### src/rtl/pc_gen.sv
// Fetch-address generator ahead of IF: sequential PC+4 or trap/branch redirect,
// with a wrong-path kill and a flag for misaligned redirect targets.
module pc_gen #(
  parameter int unsigned            ADDR_WIDTH   = 32,
  parameter logic [ADDR_WIDTH-1:0]  RESET_VECTOR = '0
) (
  input  logic                  clk_i,
  input  logic                  rst_i,
  input  logic                  decode_ready_i,
  input  logic                  trap_valid_i,
  input  logic [ADDR_WIDTH-1:0] trap_pc_i,
  input  logic                  redirect_valid_i,
  input  logic [ADDR_WIDTH-1:0] redirect_pc_i,
  output logic [ADDR_WIDTH-1:0] pc_o,
  output logic                  kill_o,
  output logic                  misaligned_o,
  output logic [ADDR_WIDTH-1:0] misaligned_addr_o,
  output logic [1:0]            state_o
);

  typedef enum logic [1:0] {
    BOOT  = 2'd0,
    RUN   = 2'd1,
    FLUSH = 2'd2
  } state_e;

  localparam logic [ADDR_WIDTH-1:0] PC_STEP = ADDR_WIDTH'(4);

  state_e                state_q, state_d;
  logic [ADDR_WIDTH-1:0] pc_q, pc_d;
  logic                  mis_q, mis_d;
  logic [ADDR_WIDTH-1:0] maddr_q, maddr_d;

  logic                  redir;
  logic                  take;
  logic [ADDR_WIDTH-1:0] tgt;

  // Trap outranks branch redirect; BOOT ignores both.
  assign redir = trap_valid_i | redirect_valid_i;
  assign tgt   = trap_valid_i ? trap_pc_i : redirect_pc_i;
  assign take  = redir && (state_q != BOOT);

  // State register
  always_ff @(posedge clk_i) begin
    if (rst_i) state_q <= BOOT;
    else       state_q <= state_d;
  end

  // Next-state logic
  always_comb begin
    state_d = state_q;
    unique case (state_q)
      BOOT:    state_d = RUN;
      RUN:     if (take) state_d = FLUSH;
      FLUSH: begin
        if (take)                state_d = FLUSH;
        else if (decode_ready_i) state_d = RUN;
      end
      default: state_d = BOOT;
    endcase
  end

  // Output logic
  always_comb begin
    pc_o    = pc_q;
    kill_o  = redir;
    state_o = state_q;
    unique case (state_q)
      BOOT:    begin pc_o = RESET_VECTOR; kill_o = 1'b1; end
      RUN:     ;
      FLUSH:   kill_o = 1'b1;
      default: begin pc_o = RESET_VECTOR; kill_o = 1'b1; end
    endcase
  end

  // PC and misalignment datapath
  always_comb begin
    pc_d    = pc_q;
    mis_d   = 1'b0;
    maddr_d = maddr_q;
    if (take) begin
      pc_d  = {tgt[ADDR_WIDTH-1:2], 2'b00};
      mis_d = |tgt[1:0];
      if (|tgt[1:0]) maddr_d = tgt;
    end else if (state_q != BOOT && decode_ready_i) begin
      pc_d = pc_q + PC_STEP;
    end
  end

  always_ff @(posedge clk_i) begin
    if (rst_i) begin
      pc_q    <= RESET_VECTOR;
      mis_q   <= 1'b0;
      maddr_q <= '0;
    end else begin
      pc_q    <= pc_d;
      mis_q   <= mis_d;
      maddr_q <= maddr_d;
    end
  end

  assign misaligned_o      = mis_q;
  assign misaligned_addr_o = maddr_q;

endmodule

### config.mk
export PLATFORM = sky130hd
export DESIGN_NAME = pc_gen
export DESIGN_NICKNAME = d
export VERILOG_FILES = /design/src/rtl/pc_gen.sv
export SDC_FILE = /design/constraint.sdc
export NUM_CORES = 1
export LEC_CHECK = 0
export CAP_MARGIN = 15
export CORE_UTILIZATION = 28
export DETAILED_ROUTE_END_ITERATION = 7
export PLACE_DENSITY = 0.59
export SLEW_MARGIN = 20
export SYNTH_ARGS = -nofsm -noshare
export SYNTH_HDL_FRONTEND = slang
export SYNTH_SLANG_ARGS = --single-unit
### constraint.sdc
create_clock -name clk_i -period 3.75 [get_ports clk_i]
set_clock_uncertainty 0.05 [all_clocks]
set_input_delay 0.375 -clock clk_i [delete_from_list [all_inputs] [get_ports clk_i]]
set_output_delay 0.375 -clock clk_i [all_outputs]
set_load 0.03 [all_outputs]
==> summary.md <==
| Metric | Value |
|---|---|
| Status | `finished clean` |
| Root Driver | `clkbuf_16` |
| Setup TNS | `0 ns` |
| Share of layout cells above drive strength 1 | `0.09645` |
| Die X | `120.0 um` |
| Ant diodes | `0` |
| Input/output buffers | `134` |
| Critical path capture point type | `output pin` |
| Hold Path Class | `reg -> reg` |
| Clk_lat worst skew | `0.33 ns` |
| Pwr Density | `654.2 nW/um^2` |
| Relative slew slack | `0.3424` |
| Hold Fails Final Rpt | `0` |
| Main synth FF type | `dfxtp_1` |
| Placer Congestion | `0.8646` |
| Die area | `between 10000 and 15000 um^2` |
| Effective utilization at floorplan | `0.2910` |
| Routed WL per cell | `between 15 and 20 um` |
| First DRT Iteration DRCs | `213` |
| CTS-repair resized insts | `0` |
| Post-synth EDFFs | `0` |
| Slew Viols, Final | `0` |
| Vias | `~4000` |
| Lkg Pwr | `2.013 nW` |
| Cell Rows | `42` |
| Commonest non-fill, non-tap cell in the layout | `clkdlybuf4s50_1` |
| Max-cap violation count | `0` |
| Sw frac | `0.4237` |
| Synth top area share | `0.3337` |
| Largest area contributor in the netlist | `dfxtp_1` |
| Clock sink count | `between 60 and 70` |
| DP Area | `~5300 um^2` |
| Clock network fraction of total power | `0.227` |
| 1st-pass router iterations | `4` |
| Slowest cell on the critical path | `ha_1` |
| Area contributors post-synth | `dfxtp_1, mux2i_1, nor2_1` |
| Final net count | `660` |
| CP max FO | `30` |
| Io pins | `between 100 and 150` |
| Combinational Power Share | `0.475` |
| NetSw | `1.560 mW` |
| Internal power | `2.122 mW` |
| Design area | `5629 um^2` |
| Antenna violation net count after detailed routing | `0` |
| Avg Inst Size Synth | `8.333 um^2` |
| Bufs on Longest Clock Path | `2` |
| Total Wirelength | `12540 um` |
| Initial antenna violation count | `0` |
| Critical path, cell by cell | `inv_1 > ha_1 > and2_1 > clkdlybuf4s50_1` |
| Synth warn | `0` |
| Fmax | `0.3414 GHz` |
| Critical Path Max Stage Delay | `0.74 ns` |
| Reg clk slew, reported paths | `0.06 ns` |
| Via/cell ratio | `5.142` |
| Share of power burned in registers | `0.299` |
| Pwr Total | `3.682 mW` |
| CTS tree | `built` |
| Gr ovfl total | `0` |
| Largest net degree at the start of global routing | `60` |
| # H-tree levels | `3` |
| Seq/Total Area, Yosys | `0.3337` |
| Vias in the first global route | `roughly 4000` |
| Setup violations, final | `0` |
| GRT Util Overall | `0.1774` |
| Peak VDD IR | `260.2 uV` |
| Core area | `13400 um^2` |
| Cells after synthesis | `468` |
| Setup crit start kind | `flip-flop` |
| Fin crit share | `0.7810` |
| Post-layout minimum cycle time | `2.929 ns` |
| Layout area overhead | `44.34%` |
| Yosys reg bits | `between 60 and 70` |
| Wire length of the first global-routing pass | `19850 um` |
| Post-Synthesis Cell Area | `3900 um^2` |
| Worst EP required | `3.32 ns` |
| Dpl hpwl | `9434 um` |
| Post-CTS setup buffers | `0` |
| Library cells used by synthesis | `between 40 and 50` |
| Unrepaired setup endpoints after global routing | `false` |
| # hold bufs at CTS | `0` |
| Crit path DAT | `approximately 2.5 ns` |
| Asr flop ratio synth | `0` |
| DRC | `0` |
| Most frequent cells in the layout | `clkdlybuf4s50_1, nor2_1, dfxtp_1` |
| Worst slew pin tran | `0.9864 ns` |
| CP Class | `reg -> out` |
| TritonCTS buffer count | `9` |
| Die height | `120.0 um` |
-- layer usage --
layer	up-vias	share of wire	global-route usage
li1	1929	-	-
met3	23	0.056	0.03755
met1	1851	0.41	0.2035
met5	-	0	0
met2	141	0.51	0.3200
met4	0	0.022	0.06484
-- cells in the mapped netlist (11+ instances only) --
library cell  number
nor2_1            75
dfxtp_1           65
mux2i_1           36
and2_1            33
a21oi_1           30
nand2_1           22
a211oi_2          19
clkbuf_1          17
nand3_1           16
a22oi_1           14
o21ai_0           14
a211oi_1          12
buf_2             11
-- path summary, 6_finish.rpt --
path | from | end | slack [ns] | depth (start not counted)
worst min register to register | misaligned_addr_o[0] | misaligned_addr_o[0] | 0.41 | 2
worst min-delay path | misaligned_addr_o[0] | misaligned_addr_o[0] | 0.41 | 2
worst max-delay path | state_o[0] | pc_o[3] | 0.82 | 4
worst max register to register | state_o[0] | pc_q[16] | 0.94 | 7
-- sequential cells by signal, indices dropped and copies added (netlist names) --
signal	flops
misaligned_o	1
state_o	2
pc_q	30
misaligned_addr_o	32
-- power by group through the flow --
stage / sequential, mW / clock (mW) / combinational, mW
after detailed placement: 1.11 / 0 / 1.76
final: 1.10 / 0.835 / 1.75
after CTS: 1.10 / 0.848 / 1.76
after global placement: 1.11 / 0 / 1.73
after floorplan: 1.30 / 0 / 0.931
after global routing: 1.13 / 0.886 / 1.90
-- cells by family after synthesis --
| family | count (synthesis) | synth area share |
|---|---|---|
| AND/OR/NAND/NOR | 189 | 0.2534 |
| AO/OA/AOI/OAI | 118 | 0.2243 |
| flip-flops | 65 | 0.3337 |
| buffers and inverters | 43 | 0.05261 |
| multiplexers | 39 | 0.1011 |
| XOR/XNOR | 8 | 0.01797 |
| adder cells (fa/ha/maj) | 5 | 0.01604 |
| other | 1 | 0.0009615 |
-- worst max-delay path: cells and delay by family (launching register included) --
family,cells,cell delay [ns]
adder cells (fa/ha/maj),1,0.74
buffers and inverters,2,0.78
flip-flops,1,0.41
AND/OR/NAND/NOR,1,0.24
-- cell type report --
type                       instances  area, um^2
fill                            1373        7771
multi-input combinational        361        2397
timing repair buffer             141        1384
sequential                        65        1301
clock buffer                       9       225.2
tap                              176       220.2
clock inverter                     7       71.32
inverter                           8       30.03
-- stage by stage --
step / hold WS [ns] / util / std cells / worst slack (ns)
after floorplan: 0.4183 / - / 469 / 1.604
after global placement: 0.4005 / 0.3979 / 751 / 1.063
after detailed placement: 0.4076 / 0.3979 / 751 / 0.9960
after CTS: 0.4174 / 0.4201 / 767 / 0.7846
after global routing: 0.4515 / 0.4201 / 767 / 0.6172
final: 0.4142 / 0.4201 / 767 / 0.8212
No activity file was read; power rests on OpenSTA's default activity.
==> variant 1 (same flow settings) <==
Make the reset (`rst_i`) asynchronous in 2 clocked blocks.
--- a/src/rtl/pc_gen.sv
+++ b/src/rtl/pc_gen.sv
@@ -42,5 +42,5 @@
 
   // State register
-  always_ff @(posedge clk_i) begin
+  always_ff @(posedge clk_i or posedge rst_i) begin
     if (rst_i) state_q <= BOOT;
     else       state_q <= state_d;
@@ -88,5 +88,5 @@
   end
 
-  always_ff @(posedge clk_i) begin
+  always_ff @(posedge clk_i or posedge rst_i) begin
     if (rst_i) begin
       pc_q    <= RESET_VECTOR;
Behaviour: differs if rst_i is asserted again (counterexample within 4 cycles, from zero or initial values and one cycle with rst_i high); with rst_i held inactive, the same outputs for 10 cycles.
==> variant 1 against the original RTL <==
Routed wire length fell by 23%; cell count fell by 12%; sequential cell count did not move; power rose by 32%; sequential power rose by 26%; count of clock-buffer cells in the layout rose by 2; synthesized area fell by 7.2%; global-route usage fell by 2.7 points; non-clock buffer count fell by 2; register-to-register slack improved by 0.30 ns; design area fell by 4.0%; synthesized cell count fell by 21%; worst setup slack got worse by 0.15 ns; critical path type unchanged; largest cell class unchanged.
==> variant 1: results (changes against the original RTL) <==
critical_path:
  cpLargestDelayFamily: "adder cells"
  startpoint: "state_o[0]"
  r2r-end: "pc_q[28]"
  cp_slowest_stage_delay_ns: 0.86  # +0.12 ns
place:
  dpl_cell_area_mm2: 0.00512  # -4.1%
  post-place-ws_ns: 0.997  # +0.00117 ns
global_routing:
  track_usage: 0.151  # -0.0267
  grt_pass1_wl_um: 15500  # -22%
  grt_max_degree: 51  # -15%
  grt.met2_usage: 0.258  # -0.0622
  use_met3: 0.0262  # -0.0114
  grt.met1_usage: 0.192  # -0.0113
  grt_pass1_vias: 3065  # -22%
synthesis:
  synthArstFlopShare: 1.00  # +1.00
  synth_fa_ha_area_frac: 0.0173  # +0.00124
  ys_top_cells_by_count: "65 x dfrtp_1, 38 x mux2i_1, 37 x nor2_1"
  synth_cell_types: 37  # -20%
  synth_area_leaders: "dfrtp_1 45%, mux2i_1 11%, and2_1 5.2%, mux2_2 4.7%, xnor2_1 4.6%"
  synth_xor_area_frac: 0.0653  # +0.0473
  synth_top_cell_area_share: 0.449  # +0.116
pwr:
  peakVddDrop_uv: 390  # +50%
  power_leakage_nw: 2.24  # +11%
outcome:
  status: "completed"
final_layout:
  n_fill_cell: 1260  # -8.2%
  drive_above_1_share: 0.0851  # -0.0113
  nNetsFinal: 574  # -13%
  finalNonFillerCells: 677  # -12%
route:
  met2WireLength_um: 4640  # -27%
  wl_met3_um: 430  # -39%
  wl_met1_um: 4540  # -13%
  vias_per_cell: 4.55  # -12%
variant 1: final cells by class:
cell class,count,area [um^2],area share
clock inverters,5,56.3,0.0104
multi-input cells,274,1860,0.344
inverters,11,42.5,0.00787
repair buffers,139,1370,0.254
well taps,172,215,0.0398
flip-flops and latches,65,1630,0.301
clock buffers,11,233,0.0430
variant 1: worst min path at each step:
stage | startpoint | endpoint | slack (ns) | cells past startpoint
global route | misaligned_addr_o[0] | misaligned_addr_o[0] | 0.48 | 1
global placement | misaligned_addr_o[0] | misaligned_addr_o[0] | 0.43 | 1
finish | misaligned_addr_o[0] | misaligned_addr_o[0] | 0.45 | 1
CTS | misaligned_addr_o[25] | misaligned_addr_o[25] | 0.46 | 1
detailed placement | misaligned_addr_o[0] | misaligned_addr_o[0] | 0.45 | 1
floorplan | pc_q[31] | pc_q[31] | 0.49 | 2
variant 1: power breakdown:
group | internal, W | switching (W)
Clock | 0.000513 | 0.000303
Sequential | 0.00105 | 0.000335
Combinational | 0.00116 | 0.00151
==> variant 2 (config.mk and constraints unchanged) <==
Without the edit above. Change the parameter `ADDR_WIDTH` from 32 to 36.
--- a/src/rtl/pc_gen.sv
+++ b/src/rtl/pc_gen.sv
@@ -2,5 +2,5 @@
 // with a wrong-path kill and a flag for misaligned redirect targets.
 module pc_gen #(
-  parameter int unsigned            ADDR_WIDTH   = 32,
+  parameter int unsigned            ADDR_WIDTH   = 36,
   parameter logic [ADDR_WIDTH-1:0]  RESET_VECTOR = '0
 ) (
Interface: changed (resized misaligned_addr_o, pc_o, redirect_pc_i and trap_pc_i); port bits go from 137 to 153. No check against the original RTL was run, so the function may have changed too.
==> variant 2 against the original RTL <==
The run now ends with design-rule violations left; maximum frequency up 6.0%; power up 7.7%; first-iteration DRC count up 7.0%; sequential cell count up 8; routed wire length up 19%; design area up 11%; core utilization up 0.32 points; worst setup slack better by 0.17 ns; synthesized area up 9.5%; critical path type unchanged; critical endpoint is now pc_o[30].
==> variant 2: results (changes against the original RTL) <==
outcome:
  status: "finished, violations left"
  violations: "design-rule violations"
cts:
  postCtsSetupRepairBufs: 0  # unchanged
  cts_root_buffer: "clkbuf_16"
  clock_latency_ns: 0.34
  cts_buffer_depth: 2  # unchanged
critical_path:
  cp_slowest_stage_delay_ns: 0.70  # -0.04 ns
  arrival_ns: 2.34  # -0.16 ns
  cpMaxStageDelayCell: "clkdlybuf4s50_1"
  crit_path_max_fanout: 34  # +13%
final_layout:
  antenna_cells: 0  # unchanged
  largest_reg_flops: 36  # +13%
  drive_above_1_share: 0.0688  # -0.0277
  nNetsFinal: 746  # +13%
synthesis:
  synthArstFlopShare: 0  # unchanged
  yosysSeqAreaShare: 0.342  # +0.00847
  synth_area_leaders: "dfxtp_1 34%, mux2i_1 8.2%, a211oi_1 6.3%, nor2_1 5.4%, and2_1 4.7%"
  ys_top_cells_by_count: "73 x dfxtp_1, 61 x nor2_1, 36 x a211oi_1"
  synth_cell_types: 58  # +26%
  synthesis.area_mm2: 0.00427  # +9.5%
run:
  cap_violations: 0  # unchanged
route:
  vias_per_cell: 5.23  # +1.7%
  finalWirelength_um: 14900  # +19%
  drt-initial-drc-count: 228  # +7.0%
  drc: 11  # +11
  firstDrtPassIters: 8  # +4
  wl_met1_um: 6600  # +27%
  met2WireLength_um: 7080  # +11%
  wl_met3_um: 963  # +36%
  highest_layer: "met4"
timing:
  tightest_slew_ns: 0.860  # -0.127 ns
place:
  place.gp.congestion: 0.860  # -0.49%
  numPortBuffers: 150  # +12%
  dpl.hpwl_um: 10900  # +15%
min_path:
  hold_class: "register to register"
pwr:
  power_leakage_nw: 2.24  # +11%
  peakVddDrop_uv: 248  # -4.8%
global_routing:
  track_usage: 0.192  # +0.0147
  grt_pass1_vias: 4442  # +13%
  grt_pass1_wl_um: 23700  # +19%
variant 2: through the flow:
stage	setup slack, ns	total power [W]	cell area (um^2)	instances
2_1_floorplan	1.27	0.00232	4280	529
3_3_place_gp	0.936	0.00300	5900	837
3_5_place_dp	0.907	0.00302	5900	837
4_1_cts	0.972	0.00399	6220	853
5_1_grt	0.856	0.00420	6220	853
6_report	0.987	0.00397	6220	853
variant 2: per-layer routing:
metal | vias up | GRT usage
li1 | 2212 | -
met1 | 2082 | 0.244
met2 | 149 | 0.316
met3 | 17 | 0.0432
met4 | 0 | 0.0725
met5 | - | 0
variant 2: final cells by class:
| class | count | area, um^2 |
|---|---|---|
| clock buffer | 14 | 264 |
| inverter | 15 | 56.3 |
| clock inverter | 2 | 60.1 |
| sequential | 73 | 1460 |
| multi-input combinational | 402 | 2560 |
| timing repair buffer | 163 | 1590 |
| tap | 184 | 230 |
| fill | 1506 | 8480 |
variant 2: power breakdown:
| group | internal, W | switching (W) | total [W] |
|---|---|---|---|
| registers | 0.00101 | 0.000236 | 0.00125 |
| clock network | 0.000620 | 0.000338 | 0.000958 |
| logic | 0.000718 | 0.00105 | 0.00177 |
| total | 0.00235 | 0.00162 | 0.00397 |
variant 2: kinds of logic after synthesis:
group	Yosys count	share of synthesized area
simple gates	210	0.255
compound gates	134	0.209
buf+inv	54	0.0612
xor+xnor	13	0.0267
fa+ha+maj	5	0.0146
other cells	1	0.000878
mux	38	0.0899
flops	73	0.342
variant 2: final timing paths:
path	startpoint	endpoint	slack (ns)	cells after the start
setup / recovery	state_o[1]	pc_o[30]	0.99	5
hold / removal	misaligned_addr_o[0]	misaligned_addr_o[0]	0.42	2
setup reg to reg	state_o[0]	pc_q[17]	1.09	8
hold reg to reg	misaligned_addr_o[0]	misaligned_addr_o[0]	0.42	2
variant 2: worst max-delay path, delay by kind of cell (launching register included):
kind / cells / cell delay (ns)
buf+inv: 3 / 1.09
flops: 1 / 0.44
fa+ha+maj: 1 / 0.28
simple gates: 1 / 0.18
